`config.mk`:
```
export PLATFORM = sky130hd
export DESIGN_NAME = mem_arbiter
export DESIGN_NICKNAME = d
export VERILOG_FILES = /design/src/rtl/mem_arbiter.sv
export SDC_FILE = /design/constraint.sdc
export NUM_CORES = 1
export LEC_CHECK = 0
export ABC_AREA = 1
export BUFFER_PORTS_ARGS = -buffer_cell sky130_fd_sc_hd__buf_2
export CORE_ASPECT_RATIO = 1.1
export CORE_UTILIZATION = 47
export CTS_BUF_LIST = sky130_fd_sc_hd__clkbuf_16
export DETAILED_ROUTE_END_ITERATION = 8
export PLACE_DENSITY = 0.89
export RECOVER_POWER = 50
export SYNTH_ARGS = -nofsm -noshare
export SYNTH_HDL_FRONTEND = slang
export SYNTH_SLANG_ARGS = --single-unit
```
`constraint.sdc`:
```
create_clock -name clk -period 1.43 [get_ports clk]
set_input_delay 0.143 -clock clk [delete_from_list [all_inputs] [get_ports clk]]
set_output_delay 0.143 -clock clk [all_outputs]
set_load 0.005 [all_outputs]
```
`src/rtl/mem_arbiter.sv`:
```
// Two-port arbiter sharing one single-ported word memory between instruction fetch
// (port 0, read-only) and load/store (port 1, read/write); one access in flight at a time.
module mem_arbiter #(
   parameter int FIXED_PRIORITY = 0
) (
   input  logic        clk,
   input  logic        reset,
   input  logic        p0_req,
   input  logic [31:0] p0_addr,
   output logic        p0_done,
   output logic [31:0] p0_rdata,
   input  logic        p1_req,
   input  logic        p1_we,
   input  logic [31:0] p1_addr,
   input  logic [31:0] p1_wdata,
   output logic        p1_done,
   output logic [31:0] p1_rdata,
   output logic [31:0] m_in_addr,
   output logic [31:0] m_in_data,
   output logic        m_in_valid,
   input  logic        m_in_ready,
   output logic [31:0] m_out_addr,
   output logic        m_out_valid,
   input  logic [31:0] m_out_data,
   input  logic        m_out_ready
);

   typedef enum logic {IDLE, BUSY} state_t;

   state_t      state_q, state_d;
   logic        gnt_q, gnt_d;
   logic        we_q, we_d;
   logic        last_grant_q, last_grant_d;
   logic        m_in_valid_q, m_in_valid_d;
   logic        m_out_valid_q, m_out_valid_d;
   logic        p0_done_q, p0_done_d;
   logic        p1_done_q, p1_done_d;
   logic [31:0] m_in_addr_q, m_in_addr_d;
   logic [31:0] m_in_data_q, m_in_data_d;
   logic [31:0] m_out_addr_q, m_out_addr_d;
   logic [31:0] p0_rdata_q, p0_rdata_d;
   logic [31:0] p1_rdata_q, p1_rdata_d;

   logic        elig0, elig1, pick, ready_hit;

   always_comb begin
      state_d       = state_q;
      gnt_d         = gnt_q;
      we_d          = we_q;
      last_grant_d  = last_grant_q;
      m_in_valid_d  = m_in_valid_q;
      m_out_valid_d = m_out_valid_q;
      p0_done_d     = 1'b0;
      p1_done_d     = 1'b0;
      m_in_addr_d   = m_in_addr_q;
      m_in_data_d   = m_in_data_q;
      m_out_addr_d  = m_out_addr_q;
      p0_rdata_d    = p0_rdata_q;
      p1_rdata_d    = p1_rdata_q;

      // A port whose done is high this cycle still shows its old req; mask it once.
      elig0 = p0_req && !p0_done_q;
      elig1 = p1_req && !p1_done_q;
      if (elig0 && elig1) begin
         pick = (FIXED_PRIORITY != 0) ? 1'b0 : ~last_grant_q;
      end else begin
         pick = elig1;
      end
      ready_hit = we_q ? m_in_ready : m_out_ready;

      case (state_q)
         IDLE: begin
            if (elig0 || elig1) begin
               gnt_d        = pick;
               last_grant_d = pick;
               state_d      = BUSY;
               if (pick && p1_we) begin
                  we_d         = 1'b1;
                  m_in_addr_d  = p1_addr;
                  m_in_data_d  = p1_wdata;
                  m_in_valid_d = 1'b1;
               end else begin
                  we_d          = 1'b0;
                  m_out_addr_d  = pick ? p1_addr : p0_addr;
                  m_out_valid_d = 1'b1;
               end
            end
         end
         BUSY: begin
            if (ready_hit) begin
               m_in_valid_d  = 1'b0;
               m_out_valid_d = 1'b0;
               state_d       = IDLE;
               if (gnt_q) begin
                  p1_done_d = 1'b1;
                  if (!we_q) p1_rdata_d = m_out_data;
               end else begin
                  p0_done_d  = 1'b1;
                  p0_rdata_d = m_out_data;
               end
            end
         end
      endcase
   end

   always_ff @(posedge clk) begin
      if (reset) begin
         state_q       <= IDLE;
         gnt_q         <= 1'b0;
         we_q          <= 1'b0;
         last_grant_q  <= 1'b1;
         m_in_valid_q  <= 1'b0;
         m_out_valid_q <= 1'b0;
         p0_done_q     <= 1'b0;
         p1_done_q     <= 1'b0;
         m_in_addr_q   <= '0;
         m_in_data_q   <= '0;
         m_out_addr_q  <= '0;
         p0_rdata_q    <= '0;
         p1_rdata_q    <= '0;
      end else begin
         state_q       <= state_d;
         gnt_q         <= gnt_d;
         we_q          <= we_d;
         last_grant_q  <= last_grant_d;
         m_in_valid_q  <= m_in_valid_d;
         m_out_valid_q <= m_out_valid_d;
         p0_done_q     <= p0_done_d;
         p1_done_q     <= p1_done_d;
         m_in_addr_q   <= m_in_addr_d;
         m_in_data_q   <= m_in_data_d;
         m_out_addr_q  <= m_out_addr_d;
         p0_rdata_q    <= p0_rdata_d;
         p1_rdata_q    <= p1_rdata_d;
      end
   end

   assign p0_done     = p0_done_q;
   assign p0_rdata    = p0_rdata_q;
   assign p1_done     = p1_done_q;
   assign p1_rdata    = p1_rdata_q;
   assign m_in_addr   = m_in_addr_q;
   assign m_in_data   = m_in_data_q;
   assign m_in_valid  = m_in_valid_q;
   assign m_out_addr  = m_out_addr_q;
   assign m_out_valid = m_out_valid_q;

endmodule

```
Word level (Yosys, flattened, before mapping)
Index checks and enable logic that the tools add are counted.
Operators by class
  equality and inequality tests: 4
  muxes and demuxes: 16
  bitwise logic cells: 6
  reduce and logical (&&, ||, !) cells: 15
Operators with widths (count)
  two-way mux 32 bit: 1
  AND reduction 3 bit: 5
  two-way mux 1 bit: 12
  != test 2 bit (second input constant): 3
  NOT 1 bit: 6
  one-hot mux 1 bit (2 select lines): 3
  logical AND 1 bit: 4
  AND reduction 4 bit: 1
  OR reduction 3 bit: 1
  zero test 1 bit: 2
  != test 2 x 1 -> 1 bit (second input constant): 1
  AND reduction 2 bit: 1
  logical OR 1 bit: 1
Storage, ports and cells
  bits in registers: 168
  logic and storage cells: 54

Depth between registers and ports, before layout
Gate-level depths: netlist (run 1).
  depth after elaboration: 8
  gate-level depth with buffers: 9

Least setup slack after synthesis (run 1)
OpenSTA, ideal clock, no wires.
  path kind: reg2reg
  start: register p1_done_q (netlist: p1_done)
  end: register m_in_data_q[21] (netlist: m_in_data[21])
  library setup time: 113 ps
  arrival time: 1146 ps
  data required time: 1317 ps
  path slack: 171 ps
  stages on the path, launching flop included: 7
  period minus slack after synthesis: 1259 ps
  path through: dfxtp_1 nor2_4 nand4_2 buf_4 buf_2 nor2_1 nor2_1
Between the ends
  longest elaborated chain between the ends: 6
  elaborated cells between the ends (all ways): 7
  those cells by class: mux: 1; reduce/logical: 6
RTL lines
  start: declaration: RTL line 37  | logic p1_done_q, p1_done_d;
  start signal: assignment: RTL line 129  | p1_done_q <= p1_done_d;
  zero test 1 bit (*): RTL line 63  | elig1 = p1_req && !p1_done_q;
  logical AND 1 bit (*): RTL line 63
  logical AND 1 bit: RTL line 64  | if (elig0 && elig1) begin
  two-way mux 1 bit: RTL line 64
  logical AND 1 bit: RTL line 77  | if (pick && p1_we) begin
  AND reduction 3 bit (no line) (*)
  end signal: assignment: RTL line 131  | m_in_data_q <= m_in_data_d;
  end: declaration: RTL line 39  | logic [31:0] m_in_data_q, m_in_data_d;
Mark *: on every way between the ends. The rest lies on a longest branch, timed or not.
A chain may end at the register's enable or synchronous reset.

Worst setup path after layout (run 1)
  start: register p1_done_q (netlist: p1_done)
  end: register m_in_data_q[7] (netlist: m_in_data[7])
The elaborated chain is that of the path after synthesis.

==> results of run 1 <==
-- tightest hold or removal path, cell delays in order --
cell    delay [ns]
buf_2         0.08
nor2_1        0.04
nor2_1        0.12
-- cells in the final DEF, fill, tap and decap left out, drive strengths merged --
master and instances:
clkinv 3, clkinvlp 2, o21ai 32, diode 1, inv 110, o22ai 1
nand2 272, nand3 132, clkbuf 142, nor2 134, a21oi 67, bufinv 5
dfxtp 168, nand4 3, dlygate4sd3 81, buf 209, a31oi 1
-- timing repair --
item,4_1_cts,5_1_grt
endpoints found under the setup margin,0,90
setup buffers,0,6
endpoints found under the hold margin,81,0
gates resized for setup,0,5
hold buffers,81,0
-- cell type report --
| class | count | area, um2 | share of cell area (%) |
|---|---|---|---|
| Antenna cell | 1 | 2.50 | 0.0250 |
| Clock buffer | 17 | 425 | 4.24 |
| Clock inverter | 15 | 211 | 2.11 |
| Inverter | 105 | 397 | 3.96 |
| Multi-Input combinational cell | 642 | 2770 | 27.6 |
| Sequential cell | 168 | 3360 | 33.5 |
| Tap cell | 188 | 235 | 2.35 |
| Timing Repair Buffer | 415 | 2620 | 26.1 |
-- kinds of logic (layout without fill, tap and decap cells) --
family / after synthesis / after routing / share of synthesized area, %
DFF: 168 / 168 / 49.4
buffers and inverters: 170 / 552 / 10.4
other: 0 / 1 / 0
and+or+nand+nor: 540 / 541 / 32.7
AOI/OAI and AO/OA: 101 / 101 / 7.47
-- power breakdown --
group | switching [mW] | internal (mW)
clock network | 1.93 | 3.08
registers | 0.169 | 4.97
logic | 1.11 | 0.845
-- synth_stat cells --
cell	n	area share [%]
clkbuf_1	28	1.5
o22ai_1	1	0.092
a31oi_1	1	0.092
nand2_2	1	0.092
nor2_4	1	0.17
buf_4	1	0.11
buf_2	30	2.2
nand4_2	1	0.18
nor2_2	1	0.092
buf_1	2	0.11
inv_2	2	0.11
o21ai_0	32	2.4
nand3_1	131	9.6
nor2_1	132	7.3
a21oi_1	67	4.9
inv_1	103	5.7
nand2_1	271	15
dfxtp_1	168	49
buf_6	4	0.66
nand4_1	1	0.092
nand3_2	1	0.15
-- per-stage QoR --
step | worst slack (ns) | std cells | area, um2 | util (%) | TNS (ns)
6_report | -0.0243 | 1551 | 10000 | 71.8 | -0.0243
5_1_grt | -0.0232 | 1551 | 10000 | 71.8 | -0.0232
4_1_cts | 0.00978 | 1542 | 10100 | 72.2 | 0
3_5_place_dp | 0.0525 | 1429 | 8630 | 61.8 | 0
3_3_place_gp | 0.114 | 1429 | 8630 | 61.8 | 0
2_1_floorplan | 0.171 | 979 | 6800 | - | 0
-- path summary, 6_finish.rpt --
kind / to / slack [ns]
worst min register to register: p1_rdata[22] / 0.44
worst max register to register: m_in_data[7] / -0.02
worst max-delay path: m_in_data[7] / -0.02
worst min-delay path: m_in_addr[17] / -0.0005
-- per-layer routing --
metal | wire [um] | share of wire [%] | GRT usage, % | up-vias
met5 | 0 | 0 | 0 | -
met4 | 1430 | 5.8 | 19.5 | 0
met3 | 1950 | 7.9 | 8.18 | 125
met2 | 12300 | 50 | 54.1 | 490
met1 | 9070 | 37 | 31.4 | 3736
li1 | - | - | - | 3791
-- flip-flops by register name, indices dropped and copies added (netlist names) --
register,flops
m_in_addr,32
m_in_data,32
m_out_addr,32
p0_rdata,32
p1_rdata,32
gnt_q,1
last_grant_q,1
m_in_valid,1
m_out_valid,1
p0_done,1
p1_done,1
state_q,1
we_q,1
==> results by group, run 1 <==
Logic synthesis
  • Syn Nets: 1114
  • Seq/Total Area, Yosys: 49.4%
  • Avg Inst Size Synth: 6.95 um2
  • Yosys reg bits: 168
  • Synth warn: 0
  • Mapped Area: 6800 um2
  • Mapped Cells: 979
  • Yosys cell types: 21

STA
  • Final Max Tran Viols: 0
  • Fin crit period: 1.45 ns
  • Fin crit share: 102%
  • Worst Tran Pin Value: 0.394 ns
  • Hold slack final: -0.000458 ns
  • Final setup margin: -0.0243 ns
  • Final hold vios: 1
  • Slew HR: 73.8%
  • # setup viols final: 1
  • Achievable Freq: 0.688 GHz
  • Clk_skew: 0.0124 ns

CTS
  • CTS tree: done
  • Clk slew on worst S/H paths: 0.07 ns
  • Clk Latency, worst-skew pair: 0.43 ns
  • Clock sink count: 168
  • Inserted Clock Buffers: 17
  • CTS root buf: clkbuf_16
  • H-tree levels: 4
  • Bufs on Longest Clock Path: 2

Route
  • DRC viols: 0
  • DR WL/cell: 16.0 um
  • Initial DRC Count: 656
  • Drt first pass iters: 6
  • Routed via count: 8142
  • Antenna viol nets, final: 0
  • Drt via density: 5.25
  • Detailed-route wire length: 24.8 mm

Min path
  • Hold wc startpoint: p1_addr[17]
  • Hold crit path type: input pin to register
  • Hold depth: 3

Die
  • Core footprint: 14000 um2
  • # rows: 45
  • Die width: 117 um
  • IO Pins: 299
  • Full die area: 15000 um2
  • Die height: 128 um
  • Initial Utilization: 48.7%

Finish
  • # fillers: 1072
  • Fin nets: 1484
  • Area grow syn2layout: 47.4%
  • Share of layout cells above drive strength 1: 18.3%

Flow run
  • Max cap viols: 0

Global routing
  • Total grt overflow: 0
  • GR Util All Layers: 30.5%
  • First-pass GRT wire length: 34.9 mm
  • Antenna violations before repair: 1
  • Number of global-route vias before repair: 7442
  • Largest net degree at the start of global routing: 73

Pwr
  • Worst VDD drop: 943 uV
  • Power density over cell area: 1210 nW/um2
  • Pleak: 4.92 nW
  • Total Power: 12.1 mW

Placed design
  • GP Congestion: 0.798
  • Hpwl dp: 14.1 mm
  • I/O Buffers: 298

Setup path
  • Most frequent cell on the critical path: nand2_1
  • R2R Path Start: p1_done
  • CP arrival: 1.80 ns
  • Startpoint Class: register
  • Req. time, crit path: 1.78 ns
  • Worst reg2reg path depth: 7
  • CP Launch Point: p1_done
  • Worst path max stage delay: 0.35 ns
  • Worst path bufs/invs: 2
  • Critical path cell sequence: nor2_4 -> buf_4 -> nand4_2 -> buf_12 -> nand2_1 -> nand2_1 -> nor2_1
  • Top delay family on crit path: simple AND/OR/NAND/NOR gates
  • WS Path Type: register to register
  • Slowest CP cell: dfxtp_1
  • Setup crit end kind: register
  • CP Max Fanout: 22
  • Crit path depth: 7

Outcome
  • Status: complete, but fails checks
  • Failing checks: hold timing, setup timing
(Power assumes the default switching activity.)
==> inputs of run 2 (changes only) <==
--- a/config.mk
+++ b/config.mk
@@ -8,6 +8,7 @@
 export ABC_AREA = 1
 export BUFFER_PORTS_ARGS = -buffer_cell sky130_fd_sc_hd__buf_2
 export CORE_ASPECT_RATIO = 1.1
+export CORE_MARGIN = 2
 export CORE_UTILIZATION = 47
 export CTS_BUF_LIST = sky130_fd_sc_hd__clkbuf_16
 export DETAILED_ROUTE_END_ITERATION = 8
==> run 2 against run 1 <==
- the flow now finishes without violations
- worst setup slack better by 0.13 ns
- clock skew is 0.0061 ns lower
- total power is 3.7% lower
- non-clock buffer count is 2 lower
- flip-flop and latch count stayed put
- fmax is 10% higher
- via count is 3.6% lower
- critical path type unchanged
- largest cell class unchanged
- core utilization is 2.5 points lower
- first-iteration DRC count is 3.0% higher
==> results by group, run 2 (synthesis gave the netlist of run 1 again) <==
STA
  • # setup viols final: 0 (-1)
  • Slew HR: 73.8% (about the same)
  • Clk_skew: 0.00631 ns (-0.00609 ns)
  • Hold slack final: 0.0176 ns (+0.0181 ns)
  • Final Max Tran Viols: 0 (unchanged)
  • Setup TNS: 0 ns (+0.0243 ns)
  • Fin crit share: 92.3% (-9.4 points)
  • Final setup margin: 0.110 ns (+0.135 ns)
  • Final hold vios: 0 (-1)
  • Worst Tran Pin Value: 0.394 ns (-0.0000993 ns)
  • RSZ-0062 raised after global routing: false
  • Fin crit period: 1.32 ns (-0.135 ns)
  • Achievable Freq: 0.758 GHz (+10%)

Setup path
  • FF-to-FF setup slack: 0.11 ns (+0.13 ns)
  • R2R Path Start: p1_done
  • CP Launch Point: p1_done
  • Setup crit end kind: register
  • Req. time, crit path: 1.78 ns (about the same)
  • CP arrival: 1.67 ns (-0.13 ns)
  • Worst r2r dst: m_in_data[1]
  • CP Max Fanout: 16 (-27%)
  • WS Path Type: register to register
  • Startpoint Class: register
  • Crit path to: m_in_data[1]
  • Worst reg2reg path depth: 6 (-1)

Flow run
  • Max cap viols: 0 (unchanged)

Route
  • Detailed-route wire length: 23.5 mm (-5.2%)
  • Routed via count: 7848 (-3.6%)
  • Drt via density: 5.06 (-3.7%)
  • DRC viols: 0 (unchanged)
  • Drt first pass iters: 5 (-1)
  • DR WL/cell: 15.1 um (-5.3%)
  • Initial DRC Count: 676 (+3.0%)
  • Antenna viol nets, final: 0 (unchanged)

Min path
  • Hold depth: 3 (unchanged)
  • Hold crit path type: input pin to register

CTS
  • Clk Latency, worst-skew pair: 0.42 ns (about the same)
  • CTS tree: done
  • Clk slew on worst S/H paths: 0.06 ns (about the same)
  • CTS root buf: clkbuf_16
  • Clock sink count: 168 (unchanged)
  • Inserted Clock Buffers: 17 (unchanged)
  • H-tree levels: 4 (unchanged)
  • Post-CTS Setup Inserts: 0 (unchanged)
  • Bufs on Longest Clock Path: 2 (unchanged)

Global routing
  • Total grt overflow: 0 (unchanged)
  • Largest net degree at the start of global routing: 73 (unchanged)
  • First-pass GRT wire length: 35.6 mm (+2.0%)
  • Number of global-route vias before repair: 7192 (-3.4%)
  • Antenna violations before repair: 0 (-1)
  • GR Util All Layers: 29.0% (-1.5 points)

Die
  • Die height: 130 um (+1.6%)
  • Core footprint: 14300 um2 (+2.2%)
  • # rows: 46 (+2.2%)
  • Full die area: 15500 um2 (+3.3%)
  • Initial Utilization: 47.7% (-1.1 points)
  • IO Pins: 299 (unchanged)
  • Die width: 119 um (+1.7%)

Finish
  • Fin nets: 1481 (-0.20%)
  • Share of layout cells above drive strength 1: 16.9% (-1.4 points)
  • Most common cell after layout, fill and taps aside: nand2_1
  • # fillers: 1139 (+6.3%)
  • Commonest non-fill, non-tap cells in the layout: nand2_1, buf_2, dfxtp_1, nor2_1, nand3_1
  • Area grow syn2layout: 45.4%
  • Fin cells: 1552 (+0.064%)

Placed design
  • Dpl cells: 1427 (-0.14%)
  • Hpwl dp: 14.1 mm (+0.17%)
  • Place WS: 0.113 ns (+0.0602 ns)
  • I/O Buffers: 298 (unchanged)
  • GP Congestion: 0.821 (+2.9%)

Pwr
  • Worst VDD drop: 994 uV (+5.4%)
  • Pleak: 4.83 nW (-1.8%)
  • Power density over cell area: 1180 nW/um2 (-2.4%)

Outcome
  • Status: completed
==> run 2: changes by cell type in the layout (fill, tap and decap cells not counted), sizes merged <==
cell         before  now
clkbuf          142  145
dlygate4sd3      81   92
bufinv            5    3
nand4             3    2
clkinv            3    4
buf             209  193
inv             110  111
==> run 2: per-stage QoR <==
step | power (mW) | util (%) | area [um2]
2_1_floorplan | 6.07 | - | 6800
3_3_place_gp | 6.81 | 59.8 | 8530
3_5_place_dp | 6.86 | 59.8 | 8530
4_1_cts | 11.7 | 70.3 | 10000
5_1_grt | 12.1 | 69.2 | 9880
6_report | 11.6 | 69.3 | 9890
==> run 2: layout make-up <==
cell class / count / area (um2) / share of cell area, %
Multi-Input combinational cell: 641 / 2750 / 27.8
Clock inverter: 15 / 160 / 1.62
Tap cell: 192 / 240 / 2.43
Sequential cell: 168 / 3360 / 34.0
Inverter: 105 / 397 / 4.01
Timing Repair Buffer: 413 / 2550 / 25.8
Antenna cell: 1 / 2.50 / 0.0253
Clock buffer: 17 / 425 / 4.30
==> run 2: worst min-delay path by stage <==
stage	to	start
2_1_floorplan	m_in_addr[0]	p1_addr[0]
3_3_place_gp	m_in_data[12]	p1_wdata[12]
3_5_place_dp	m_in_data[29]	p1_wdata[29]
4_1_cts	p0_rdata[21]	m_out_data[21]
5_1_grt	p0_rdata[21]	m_out_data[21]
6_report	p0_rdata[21]	m_out_data[21]
==> run 2: critical path, stage by stage, from the launching register on <==
cell,delay (ns)
dfxtp_2,0.34
nor2_4,0.20
nand4_4,0.18
buf_4,0.25
nand2_1,0.07
nand2_1,0.05
nor2_1,0.14
==> run 2: repair_timing <==
action | in CTS | in global routing
resized for setup | 0 | 3
setup endpoints to repair | 0 | 37
hold endpoints to repair | 95 | 0
hold buffers | 92 | 0
==> run 2: per-layer routing <==
layer	global-route usage [%]	share of wire, %
met2	50.4	50
met5	0	0
met3	7.87	7.5
met4	16.2	4.9
met1	32.4	38
==> run 2: where the power goes <==
| group | leakage (nW) | switching (mW) | internal, mW |
|---|---|---|---|
| clock network | 0.293 | 1.92 | 2.73 |
| registers | 1.37 | 0.164 | 4.97 |
| logic | 3.16 | 1.06 | 0.802 |
